## config.mk

```make
export PLATFORM = sky130hd
export DESIGN_NAME = hazard_ctrl_flat
export DESIGN_NICKNAME = d
export VERILOG_FILES = /design/src/rtl/hazard_ctrl_if.sv /design/src/rtl/hazard_ctrl.sv /design/src/flat_wrapper.sv
export SDC_FILE = /design/constraint.sdc
export NUM_CORES = 1
export LEC_CHECK = 0
export BUFFER_PORTS_ARGS = -buffer_cell sky130_fd_sc_hd__buf_2
export CAP_MARGIN = 20
export CORE_ASPECT_RATIO = 2
export CORE_MARGIN = 2
export CORE_UTILIZATION = 40
export DETAILED_ROUTE_END_ITERATION = 12
export MAX_ROUTING_LAYER = met4
export PLACE_DENSITY = 0.63
export REMOVE_ABC_BUFFERS = 1
export SLEW_MARGIN = 20
export SYNTH_ARGS = -nofsm -noshare
export SYNTH_HDL_FRONTEND = slang
export SYNTH_SLANG_ARGS = --single-unit
```

## constraint.sdc

```tcl
create_clock -name clk -period 2.7 [get_ports clk]
set_input_delay 0.54 -clock clk [delete_from_list [all_inputs] [get_ports clk]]
set_output_delay 0.54 -clock clk [all_outputs]
set_load 0.05 [all_outputs]
```

## src/rtl/hazard_ctrl_if.sv

```systemverilog
// Hazard controller bundle: pipeline hazard sources in, stage controls and
// statistics out.
//   master : pipeline side, drives ID/EX/MEM status and observes controls
//   slave  : hazard controller
interface hazard_ctrl_if #(
    parameter int REG_W = 5,
    parameter int CNT_W = 16
);
    logic [REG_W-1:0] id_rs1;
    logic [REG_W-1:0] id_rs2;
    logic             id_use_rs1;
    logic             id_use_rs2;
    logic             ex_memread;
    logic [REG_W-1:0] ex_rd;
    logic             ex_branch_taken;
    logic             mem_req;
    logic             mem_ready;

    logic             pc_write;
    logic             ifid_write, idex_write, exmem_write, memwb_write;
    logic             ifid_flush, idex_flush, exmem_flush, memwb_flush;
    logic [1:0]       state;
    logic [CNT_W-1:0] stall_cnt;
    logic [CNT_W-1:0] flush_cnt;
    logic             mem_timeout;

    modport master (
        output id_rs1, id_rs2, id_use_rs1, id_use_rs2, ex_memread, ex_rd,
               ex_branch_taken, mem_req, mem_ready,
        input  pc_write, ifid_write, idex_write, exmem_write, memwb_write,
               ifid_flush, idex_flush, exmem_flush, memwb_flush,
               state, stall_cnt, flush_cnt, mem_timeout
    );

    modport slave (
        input  id_rs1, id_rs2, id_use_rs1, id_use_rs2, ex_memread, ex_rd,
               ex_branch_taken, mem_req, mem_ready,
        output pc_write, ifid_write, idex_write, exmem_write, memwb_write,
               ifid_flush, idex_flush, exmem_flush, memwb_flush,
               state, stall_cnt, flush_cnt, mem_timeout
    );
endinterface

```

## src/rtl/hazard_ctrl.sv

```systemverilog
// Central stall/flush controller for the 5-stage pipeline.
// Resolves data-memory waits (highest priority), taken branches in EX and
// load-use hazards, driving pipeline-register write/flush and PC write.
// Ports:
//   clk, reset : clock, synchronous active-high reset
//   hz         : hazard_ctrl_if.slave (hazard sources in, controls, state,
//                saturating stall/flush counters, sticky mem_timeout out)
module hazard_ctrl #(
    parameter int REG_W    = 5,
    parameter int CNT_W    = 16,
    parameter int MAX_WAIT = 64
) (
    input  logic         clk,
    input  logic         reset,
    hazard_ctrl_if.slave hz
);
    typedef enum logic [1:0] {RUN = 2'd0, MEM_WAIT = 2'd1} state_t;

    localparam logic [CNT_W-1:0] WAIT_LIM = CNT_W'(MAX_WAIT);

    state_t           st;
    logic [CNT_W-1:0] stall_cnt, flush_cnt, wait_cnt, wait_nxt;
    logic             mem_timeout;
    logic             lu, freeze, branch, ld_stall, pc_en;

    always_comb begin
        lu = hz.ex_memread && (hz.ex_rd != '0) &&
             ((hz.id_use_rs1 && (hz.id_rs1 == hz.ex_rd)) ||
              (hz.id_use_rs2 && (hz.id_rs2 == hz.ex_rd)));
        // Once waiting, only mem_ready matters: the MEM instruction is frozen.
        freeze   = (st == MEM_WAIT) ? !hz.mem_ready : (hz.mem_req && !hz.mem_ready);
        branch   = !freeze && hz.ex_branch_taken;
        // A taken branch discards the ID instruction, so its hit is moot.
        ld_stall = !freeze && !branch && lu;
        pc_en    = !(freeze || ld_stall);
        wait_nxt = (st == RUN) ? CNT_W'(1)
                 : ((wait_cnt == '1) ? wait_cnt : wait_cnt + CNT_W'(1));
    end

    always_comb begin
        hz.pc_write    = 1'b1;
        hz.ifid_write  = 1'b1;
        hz.idex_write  = 1'b1;
        hz.exmem_write = 1'b1;
        hz.memwb_write = 1'b1;
        hz.ifid_flush  = 1'b0;
        hz.idex_flush  = 1'b0;
        hz.exmem_flush = 1'b0;
        hz.memwb_flush = 1'b0;
        if (reset) begin
            hz.pc_write    = 1'b0;
            hz.ifid_write  = 1'b0;
            hz.idex_write  = 1'b0;
            hz.exmem_write = 1'b0;
            hz.memwb_write = 1'b0;
            hz.ifid_flush  = 1'b1;
            hz.idex_flush  = 1'b1;
            hz.exmem_flush = 1'b1;
            hz.memwb_flush = 1'b1;
        end else if (freeze) begin
            // Hold IF..MEM, drain a bubble into WB.
            hz.pc_write    = 1'b0;
            hz.ifid_write  = 1'b0;
            hz.idex_write  = 1'b0;
            hz.exmem_write = 1'b0;
            hz.memwb_flush = 1'b1;
        end else if (branch) begin
            hz.ifid_flush  = 1'b1;
            hz.idex_flush  = 1'b1;
        end else if (ld_stall) begin
            hz.pc_write    = 1'b0;
            hz.ifid_write  = 1'b0;
            hz.idex_flush  = 1'b1;
        end
    end

    always_ff @(posedge clk) begin
        if (reset) begin
            st          <= RUN;
            stall_cnt   <= '0;
            flush_cnt   <= '0;
            wait_cnt    <= '0;
            mem_timeout <= 1'b0;
        end else begin
            if (!pc_en && stall_cnt != '1) stall_cnt <= stall_cnt + CNT_W'(1);
            if (branch && flush_cnt != '1) flush_cnt <= flush_cnt + CNT_W'(1);
            if (freeze) begin
                st       <= MEM_WAIT;
                wait_cnt <= wait_nxt;
                if (wait_nxt >= WAIT_LIM) mem_timeout <= 1'b1;
            end else begin
                st       <= RUN;
                wait_cnt <= '0;
            end
        end
    end

    assign hz.state       = st;
    assign hz.stall_cnt   = stall_cnt;
    assign hz.flush_cnt   = flush_cnt;
    assign hz.mem_timeout = mem_timeout;
endmodule

```

## src/flat_wrapper.sv

```systemverilog
// flat-port wrapper written by rule: the top's interface ports become plain ports
module hazard_ctrl_flat 
#(
    parameter int REG_W    = 5,
    parameter int CNT_W    = 16,
    parameter int MAX_WAIT = 64
)
  (clk, reset, hz_id_rs1, hz_id_rs2, hz_id_use_rs1, hz_id_use_rs2, hz_ex_memread, hz_ex_rd, hz_ex_branch_taken, hz_mem_req, hz_mem_ready, hz_pc_write, hz_ifid_write, hz_idex_write, hz_exmem_write, hz_memwb_write, hz_ifid_flush, hz_idex_flush, hz_exmem_flush, hz_memwb_flush, hz_state, hz_stall_cnt, hz_flush_cnt, hz_mem_timeout);
  hazard_ctrl_if #(.REG_W(REG_W), .CNT_W(CNT_W)) hz_i ();
  input  logic clk;
  input  logic reset;
  input wire logic [$bits(hz_i.id_rs1)-1:0] hz_id_rs1;
  input wire logic [$bits(hz_i.id_rs2)-1:0] hz_id_rs2;
  input wire logic [$bits(hz_i.id_use_rs1)-1:0] hz_id_use_rs1;
  input wire logic [$bits(hz_i.id_use_rs2)-1:0] hz_id_use_rs2;
  input wire logic [$bits(hz_i.ex_memread)-1:0] hz_ex_memread;
  input wire logic [$bits(hz_i.ex_rd)-1:0] hz_ex_rd;
  input wire logic [$bits(hz_i.ex_branch_taken)-1:0] hz_ex_branch_taken;
  input wire logic [$bits(hz_i.mem_req)-1:0] hz_mem_req;
  input wire logic [$bits(hz_i.mem_ready)-1:0] hz_mem_ready;
  output wire logic [$bits(hz_i.pc_write)-1:0] hz_pc_write;
  output wire logic [$bits(hz_i.ifid_write)-1:0] hz_ifid_write;
  output wire logic [$bits(hz_i.idex_write)-1:0] hz_idex_write;
  output wire logic [$bits(hz_i.exmem_write)-1:0] hz_exmem_write;
  output wire logic [$bits(hz_i.memwb_write)-1:0] hz_memwb_write;
  output wire logic [$bits(hz_i.ifid_flush)-1:0] hz_ifid_flush;
  output wire logic [$bits(hz_i.idex_flush)-1:0] hz_idex_flush;
  output wire logic [$bits(hz_i.exmem_flush)-1:0] hz_exmem_flush;
  output wire logic [$bits(hz_i.memwb_flush)-1:0] hz_memwb_flush;
  output wire logic [$bits(hz_i.state)-1:0] hz_state;
  output wire logic [$bits(hz_i.stall_cnt)-1:0] hz_stall_cnt;
  output wire logic [$bits(hz_i.flush_cnt)-1:0] hz_flush_cnt;
  output wire logic [$bits(hz_i.mem_timeout)-1:0] hz_mem_timeout;
  assign hz_i.id_rs1 = hz_id_rs1;
  assign hz_i.id_rs2 = hz_id_rs2;
  assign hz_i.id_use_rs1 = hz_id_use_rs1;
  assign hz_i.id_use_rs2 = hz_id_use_rs2;
  assign hz_i.ex_memread = hz_ex_memread;
  assign hz_i.ex_rd = hz_ex_rd;
  assign hz_i.ex_branch_taken = hz_ex_branch_taken;
  assign hz_i.mem_req = hz_mem_req;
  assign hz_i.mem_ready = hz_mem_ready;
  assign hz_pc_write = hz_i.pc_write;
  assign hz_ifid_write = hz_i.ifid_write;
  assign hz_idex_write = hz_i.idex_write;
  assign hz_exmem_write = hz_i.exmem_write;
  assign hz_memwb_write = hz_i.memwb_write;
  assign hz_ifid_flush = hz_i.ifid_flush;
  assign hz_idex_flush = hz_i.idex_flush;
  assign hz_exmem_flush = hz_i.exmem_flush;
  assign hz_memwb_flush = hz_i.memwb_flush;
  assign hz_state = hz_i.state;
  assign hz_stall_cnt = hz_i.stall_cnt;
  assign hz_flush_cnt = hz_i.flush_cnt;
  assign hz_mem_timeout = hz_i.mem_timeout;
  hazard_ctrl #(.REG_W(REG_W), .CNT_W(CNT_W), .MAX_WAIT(MAX_WAIT)) u_core (.clk(clk), .reset(reset), .hz(hz_i));
endmodule
```

# == Word level (Yosys, flattened, before mapping) ==
# Index checks and enable logic that the tools add are counted.
# classes
n_reduce_logical,19
n_mux,21
n_eq_ne,6
addsub,3
n_bitwise,1
order_cmp,1
# op_table
cell,count
"adder 16 x 1 -> 16 bit, second input constant",3
two-way mux 16 bit,2
"!= test 16 bit, second input constant",2
two-way mux 1 bit,19
"== test 16 bit, second input constant",1
"greater-or-equal comparator 16 x 7 -> 1 bit, second input constant",1
== test 5 bit,2
logical AND 1 bit,10
nonzero test 5 bit,1
logical NOT 1 bit,3
"== test 2 x 1 -> 1 bit, second input constant",1
logical NOT 2 bit,1
logical OR 1 bit,2
AND reduction 2 bit,1
OR reduction 2 bit,1
inverter 1 bit,1
# word_totals
regBits,51
word_cells,56
inputBits,23

# == Logic depth before layout (Yosys ltp) ==
# Gate-level depths: netlist of the first run.
# logic_depth
word_depth,12
ltp_mapped,7
ltp_nobuf,7

# == Worst setup path after synthesis of the first run ==
# Ideal clock, no wire load.
# synth_timing
path_kind,input port to output port
startpoint,input reset
endpoint,output hz_pc_write
cell_stages,4
t_arrival_ns,2.326
path_slack_ns,-0.166
path_cell_list,clkbuf_1 > nor2_1 > and2_1 > buf_4
# synth_via
elab_chain_cells,1
# synth_lines
item,line_no,rtl
"start, declared",flat_wrapper.sv:11,input logic reset;
two-way mux 1 bit,-,
"end, declared",flat_wrapper.sv:21,output wire logic [$bits(hz_i.pc_write)-1:0] hz_pc_write;
# Every way passes these cells.

# == Worst setup path in the final report of the first run ==
# layout_timing
startpoint,input hz_ex_rd[4]
endpoint,output hz_idex_flush
# layout_via
elab_chain_cells,9
elab_cells_between_ends,13
classes_between,eq/ne: 2; mux: 4; reduce/logical: 7
# layout_lines
item,line_no,rtl
"start, declared",flat_wrapper.sv:17,input wire logic [$bits(hz_i.ex_rd)-1:0] hz_ex_rd;
== test 5 bit (on tied branches),"hazard_ctrl.sv:28, hazard_ctrl.sv:29",
logical AND 1 bit (on tied branches),"hazard_ctrl.sv:28, hazard_ctrl.sv:29",
logical OR 1 bit,hazard_ctrl.sv:28,((hz.id_use_rs1 && (hz.id_rs1 == hz.ex_rd)) ||
logical AND 1 bit (*),hazard_ctrl.sv:27,lu = hz.ex_memread && (hz.ex_rd != '0) &&
logical AND 1 bit (*),hazard_ctrl.sv:34,ld_stall = !freeze && !branch && lu;
two-way mux 1 bit (*),hazard_ctrl.sv:70,end else if (ld_stall) begin
two-way mux 1 bit (*),hazard_ctrl.sv:67,end else if (branch) begin
two-way mux 1 bit (*),hazard_ctrl.sv:60,end else if (freeze) begin
two-way mux 1 bit (*),hazard_ctrl.sv:50,if (reset) begin
"end, declared",flat_wrapper.sv:27,output wire logic [$bits(hz_i.idex_flush)-1:0] hz_idex_flush;
# Every way passes the cells marked *; elsewhere a longest branch is shown, timed or not.

==> results.yml, run 1 <==
routing:
  route.detailed.drc: 0
  via_count: 2523
  drtIter0Drc: 100
  wl_per_cell_um: 13.47
  vias_per_cell: 5.300
  antenna_left: 0
  wl_mm: 6.411
  first_pass_iters: 4
worst_hold_path:
  min_path_type: "reg2reg"
global_routing:
  grt_use_met3_pct: 2.884
  grt_max_degree: 31
  met2_usage_pct: 32.88
  grt_remaining_overflow: 0
  grt_antenna_before_repair: 0
  grt_pass1_wl_mm: 10.31
  grt.total_usage_pct: 17.37
  grt_pass1_vias: 2318
  grtUsageMet1_pct: 16.87
  grt_busiest_layer: "met2"
sta:
  fmax_mhz: 440.6
  fin_crit_ns: 2.270
  fin_crit_sh_pct: 84.06
  slew_viol_final: 0
  hold_violations: 0
  finalWorstSetupSlack_ns: 0.4303
  finalClockSkew_ns: 0.007611
  relSlewSlack_pct: 56.36
  report.final.setup_viol: 0
  rsz0062_at_grt: "false"
  timing.hold.ws_ns: 0.5019
  tightest_slew_ns: 0.6533
floorplan:
  coreArea_sq_mm: 0.006569
  dieArea_sq_mm: 0.007470
  ios: 67
  die_x_um: 62.12
  die-height_um: 120.2
  start_util_pct: 41.14
  rows: 42
yosys:
  synth_warnings: 0
  postSynthCellCount: 324
  synth_top_area_share_pct: 37.04
  synth_edf_count: 0
  synth.area.top_cells: "dfxtp_1 37%, nor2_1 6.4%, xor2_1 5.2%, xnor2_1 4.5%, nand3_1 4.4%"
  synth_area_per_cell_sq_um: 8.341
  ys_seq_elements: 50
  syn_area_sq_mm: 0.002703
  ys_async_sr_fraction_pct: 0
  synth.distinct_cells: 45
  ys_seq_area_share_pct: 37.04
  ys.flop_type: "dfxtp_1"
  synth_top_area_cell: "dfxtp_1"
clock_network:
  clkSlewWorstSetupHoldPaths_ns: 0.07
  cts.htree.levels: 2
  insertion_delay_ns: 0.29
  clockRootBuffer: "clkbuf_16"
  post_cts_buffers: 0
  numCtsBuffers: 5
  cts-resized-gates: 0
  clk_path_buf_depth: 2
  ctsHoldBuffers: 0
  cts_tree: "done"
  clock_sinks: 50
layout:
  antenna_cells: 0
  design_area_sq_mm: 0.003263
  layout_commonest_cell: "buf_2"
  finalCoreUtilization_pct: 49.68
  mostFrequentLayoutCells: "65 x buf_2, 50 x dfxtp_1, 46 x nor2_1, 24 x nand2_1, 24 x nand3_1"
  layout-drive-gt1-share_pct: 25.00
  layout.nets: 413
  area_growth_pct: 20.74
power:
  p_sw_uw: 416.1
  p_per_area_mw_per_mm2: 478.6
  swShare_pct: 26.65
  peakVddDrop_v: 0.0002828
  pwr-share-seq_pct: 48.1
  combPwrFrac_pct: 10.4
  totalPowerFinal_mw: 1.562
  p_clk_share_pct: 41.5
  intPower_mw: 1.146
  leakagePower_nw: 1.283
critical_path:
  cp_max_fo: 3
  end_kind: "primary output"
  crit_buf_inv: 2
  cp-start-kind: "primary input"
  arrival_ns: 1.73
  path_delay_family: "buffers and inverters"
  crit_slowest_cell: "buf_2"
  critical_path_class: "in2out"
  worstPathRequired_ns: 2.16
  path_cells: "buf_2 -> xnor2_1 -> nand4_1 -> o22ai_1 -> nand4_1 -> nand3_1 -> buf_2"
  max_stage_delay_ns: 0.28
placed_design:
  postPlaceCellArea_sq_mm: 0.003112
  hpwl_mm: 4.806
  gp_routability_congestion: 0.8303
  io_buffers: 65
  dp_slack_ns: 0.3491
status:
  run_status: "completed"
flow_run:
  cap_violations: 0
==> power by group through the flow <==
stage | logic (mW) | clock network [mW] | registers, mW
final | 0.162 | 0.648 | 0.752
after detailed placement | 0.163 | 0 | 0.769
after floorplan | 0.0809 | 0 | 0.786
after CTS | 0.163 | 0.671 | 0.751
after global placement | 0.161 | 0 | 0.769
after global routing | 0.174 | 0.699 | 0.752
==> final timing paths <==
check,from,end,slack (ns),cells past startpoint
max,hz_ex_rd[4],hz_idex_flush,0.43,7
min,u_core.hz.stall_cnt[12],u_core.hz.stall_cnt[12],0.50,2
max reg2reg,u_core.wait_cnt[0],u_core.hz.mem_timeout,0.48,7
min reg2reg,u_core.hz.stall_cnt[12],u_core.hz.stall_cnt[12],0.50,2
==> layout make-up <==
class / instances / area [sq um]
fill: 661 / 3306
multi-input combinational: 253 / 1608
sequential: 50 / 1001
timing repair buffer: 71 / 370.4
clock buffer: 5 / 125.1
tap: 88 / 110.1
clock inverter: 3 / 26.28
inverter: 6 / 22.52
==> metal layers <==
layer / vias up / part of all wire, %
met4: 0 / 2.8
met2: 50 / 57
met3: 15 / 2.8
met5: - / 0
met1: 1175 / 38
li1: 1283 / -
==> cell usage after synthesis, types with 9 or more instances <==
cell type and instances:
nor2b_1 9, mux2_2 9, nand3_1 24, o21ai_0 11, nand4_1 14, xnor2_1 14, dfxtp_1 50, nor2_1 46
nand2_1 24, clkbuf_1 11, a21oi_1 10, nor3_1 9, xor2_1 16
==> worst min-delay path, delay by kind of cell (launching register included) <==
family,cells,cell delay [ns]
buffers and inverters,1,0.06
AOI/OAI and AO/OA,1,0.05
DFF,1,0.35
==> flip-flops by register name, indices dropped and copies added (netlist names) <==
register	count
u_core.hz.stall_cnt	16
u_core.hz.flush_cnt	16
u_core.hz.state	1
u_core.hz.mem_timeout	1
u_core.wait_cnt	16
==> stage by stage <==
step,setup TNS [ns],cells
6_report,0,476
3_3_place_gp,0,468
3_5_place_dp,0,468
5_1_grt,0,476
2_1_floorplan,-2.019,309
4_1_cts,0,476
==> kinds of logic after synthesis <==
| group | count (synthesis) | synth area share, % |
|---|---|---|
| and+or+nand+nor | 161 | 31.62 |
| DFF | 50 | 37.04 |
| AOI/OAI and AO/OA | 43 | 10.65 |
| xor gates and xnor gates | 30 | 9.722 |
| buffers and inverters | 21 | 3.472 |
| muxes | 15 | 5.972 |
| adders and majority gates | 3 | 1.389 |
| other | 1 | 0.1388 |
(Power assumes the default switching activity.)
==> inputs of run 2 (changes only) <==
Clock period 2.7 ns to 2.2 ns, I/O delays scaled along.
==> results.yml, run 2 (same netlist as run 1, synthesis figures left out) <==
layout:
  layout_commonest_cell: "buf_2"
  area_growth_pct: 26.85
  layout-drive-gt1-share_pct: 27.43
  multiInputGateArea_sq_mm: 0.001608
  layout.nets: 426
  antenna_cells: 0
  mostFrequentLayoutCells: "65 x buf_2, 50 x dfxtp_1, 46 x nor2_1, 24 x nand2_1, 24 x nand3_1"
  nFillCells: 640
  reg_top3: "u_core.hz.flush_cnt: 16 flops, u_core.hz.stall_cnt: 16 flops, u_core.wait_cnt: 16 flops"
  regArea_sq_mm: 0.001001
power:
  p_per_area_mw_per_mm2: 623.8
  peakVddDrop_v: 0.0003262
  leakagePower_nw: 1.376
routing:
  antenna_left: 0
  via_count: 2621
  first_pass_iters: 4
  wl_mm: 6.719
  wl_per_cell_um: 13.74
  drtIter0Drc: 144
  vias_per_cell: 5.360
  route.detailed.drc: 0
flow_run:
  cap_violations: 0
critical_path:
  cp_max_fo: 5
  worstPathRequired_ns: 1.76
  cp-start-kind: "register"
  end_kind: "primary output"
  critical_path_class: "reg2out"
  arrival_ns: 1.63
  r2r_slack_ns: 0.26
sta:
  slew_viol_final: 0
  fmax_mhz: 482.2
  report.final.setup_viol: 0
  fin_crit_sh_pct: 94.27
  finalWorstSetupSlack_ns: 0.1262
  timing.hold.ws_ns: 0.4850
  hold_violations: 0
  rsz0062_at_grt: "false"
  finalClockSkew_ns: 0.005884
  fin_crit_ns: 2.074
floorplan:
  die-height_um: 120.2
  ios: 67
  die_x_um: 62.12
  start_util_pct: 41.14
  rows: 42
  dieArea_sq_mm: 0.007470
  coreArea_sq_mm: 0.006569
clock_network:
  cts_tree: "done"
  ctsHoldBuffers: 0
  cts-resized-gates: 0
  numCtsBuffers: 5
  post_cts_buffers: 0
  clock_sinks: 50
  insertion_delay_ns: 0.29
  clockRootBuffer: "clkbuf_16"
  clkSlewWorstSetupHoldPaths_ns: 0.07
  clk_path_buf_depth: 2
  cts.htree.levels: 2
global_routing:
  grt_antenna_before_repair: 0
  grt_remaining_overflow: 0
  grt_max_degree: 43
  grt.total_usage_pct: 18.76
  grt_pass1_vias: 2491
  grt_pass1_wl_mm: 10.98
worst_hold_path:
  min_path_type: "in2reg"
placed_design:
  io_buffers: 65
  gp_routability_congestion: 0.8543
  dp_slack_ns: -0.08646
  hpwl_mm: 5.117
status:
  run_status: "completed"
[run 2: cell count changes in the layout (fill, tap and decap cells not counted), sizes merged]
cell	previous run	this run
buf	71	84
bufinv	0	2
inv	8	6
[run 2: power by group]
group / internal, mW / leakage, nW / switching (mW)
Clock: 0.653 / 0.0940 / 0.348
Sequential: 0.912 / 0.403 / 0.00769
Combinational: 0.0750 / 0.878 / 0.142
Total: 1.64 / 1.38 / 0.498
[run 2: routing by layer]
layer	track usage (%)	up-vias	routed length, um
met1	17.22	1257	2416
met3	3.628	13	192
met5	-	-	0
met2	35.94	42	3915
met4	9.861	0	195
li1	-	1309	-
[run 2: cell type report]
type | count | share of cell area, %
multi-input cells | 253 | 46.90
flip-flops and latches | 50 | 29.20
repair buffers | 84 | 14.38
clock buffers | 5 | 3.650
well taps | 88 | 3.212
clock inverters | 3 | 2.007
inverters | 6 | 0.6569
[run 2: final timing paths]
| path | to | cells after the start | startpoint |
|---|---|---|---|
| worst max-delay path | hz_ifid_flush | 5 | u_core.hz.state[0] |
| worst max register to register | u_core.hz.stall_cnt[15] | 5 | u_core.hz.stall_cnt[4] |
| worst min-delay path | u_core.hz.state[0] | 3 | hz_mem_req |
| worst min register to register | u_core.hz.mem_timeout | 2 | u_core.hz.mem_timeout |
[run 2: worst max-delay path, stage by stage (launching register included)]
cell	delay (ns)
dfxtp_1	0.35
o21bai_1	0.24
nand2_1	0.21
buf_4	0.20
nand2_1	0.07
buf_2	0.26
[run 2: stage by stage]
stage	setup TNS [ns]	power [mW]	cell area [sq um]	util, %	cells
floorplan	-4.187	1.064	2631	-	309
global placement	-0.01261	1.157	3234	49.24	481
detailed placement	-0.1579	1.160	3234	49.24	481
CTS	0	2.161	3428	52.19	489
global route	0	2.215	3428	52.19	489
finish	0	2.138	3428	52.19	489
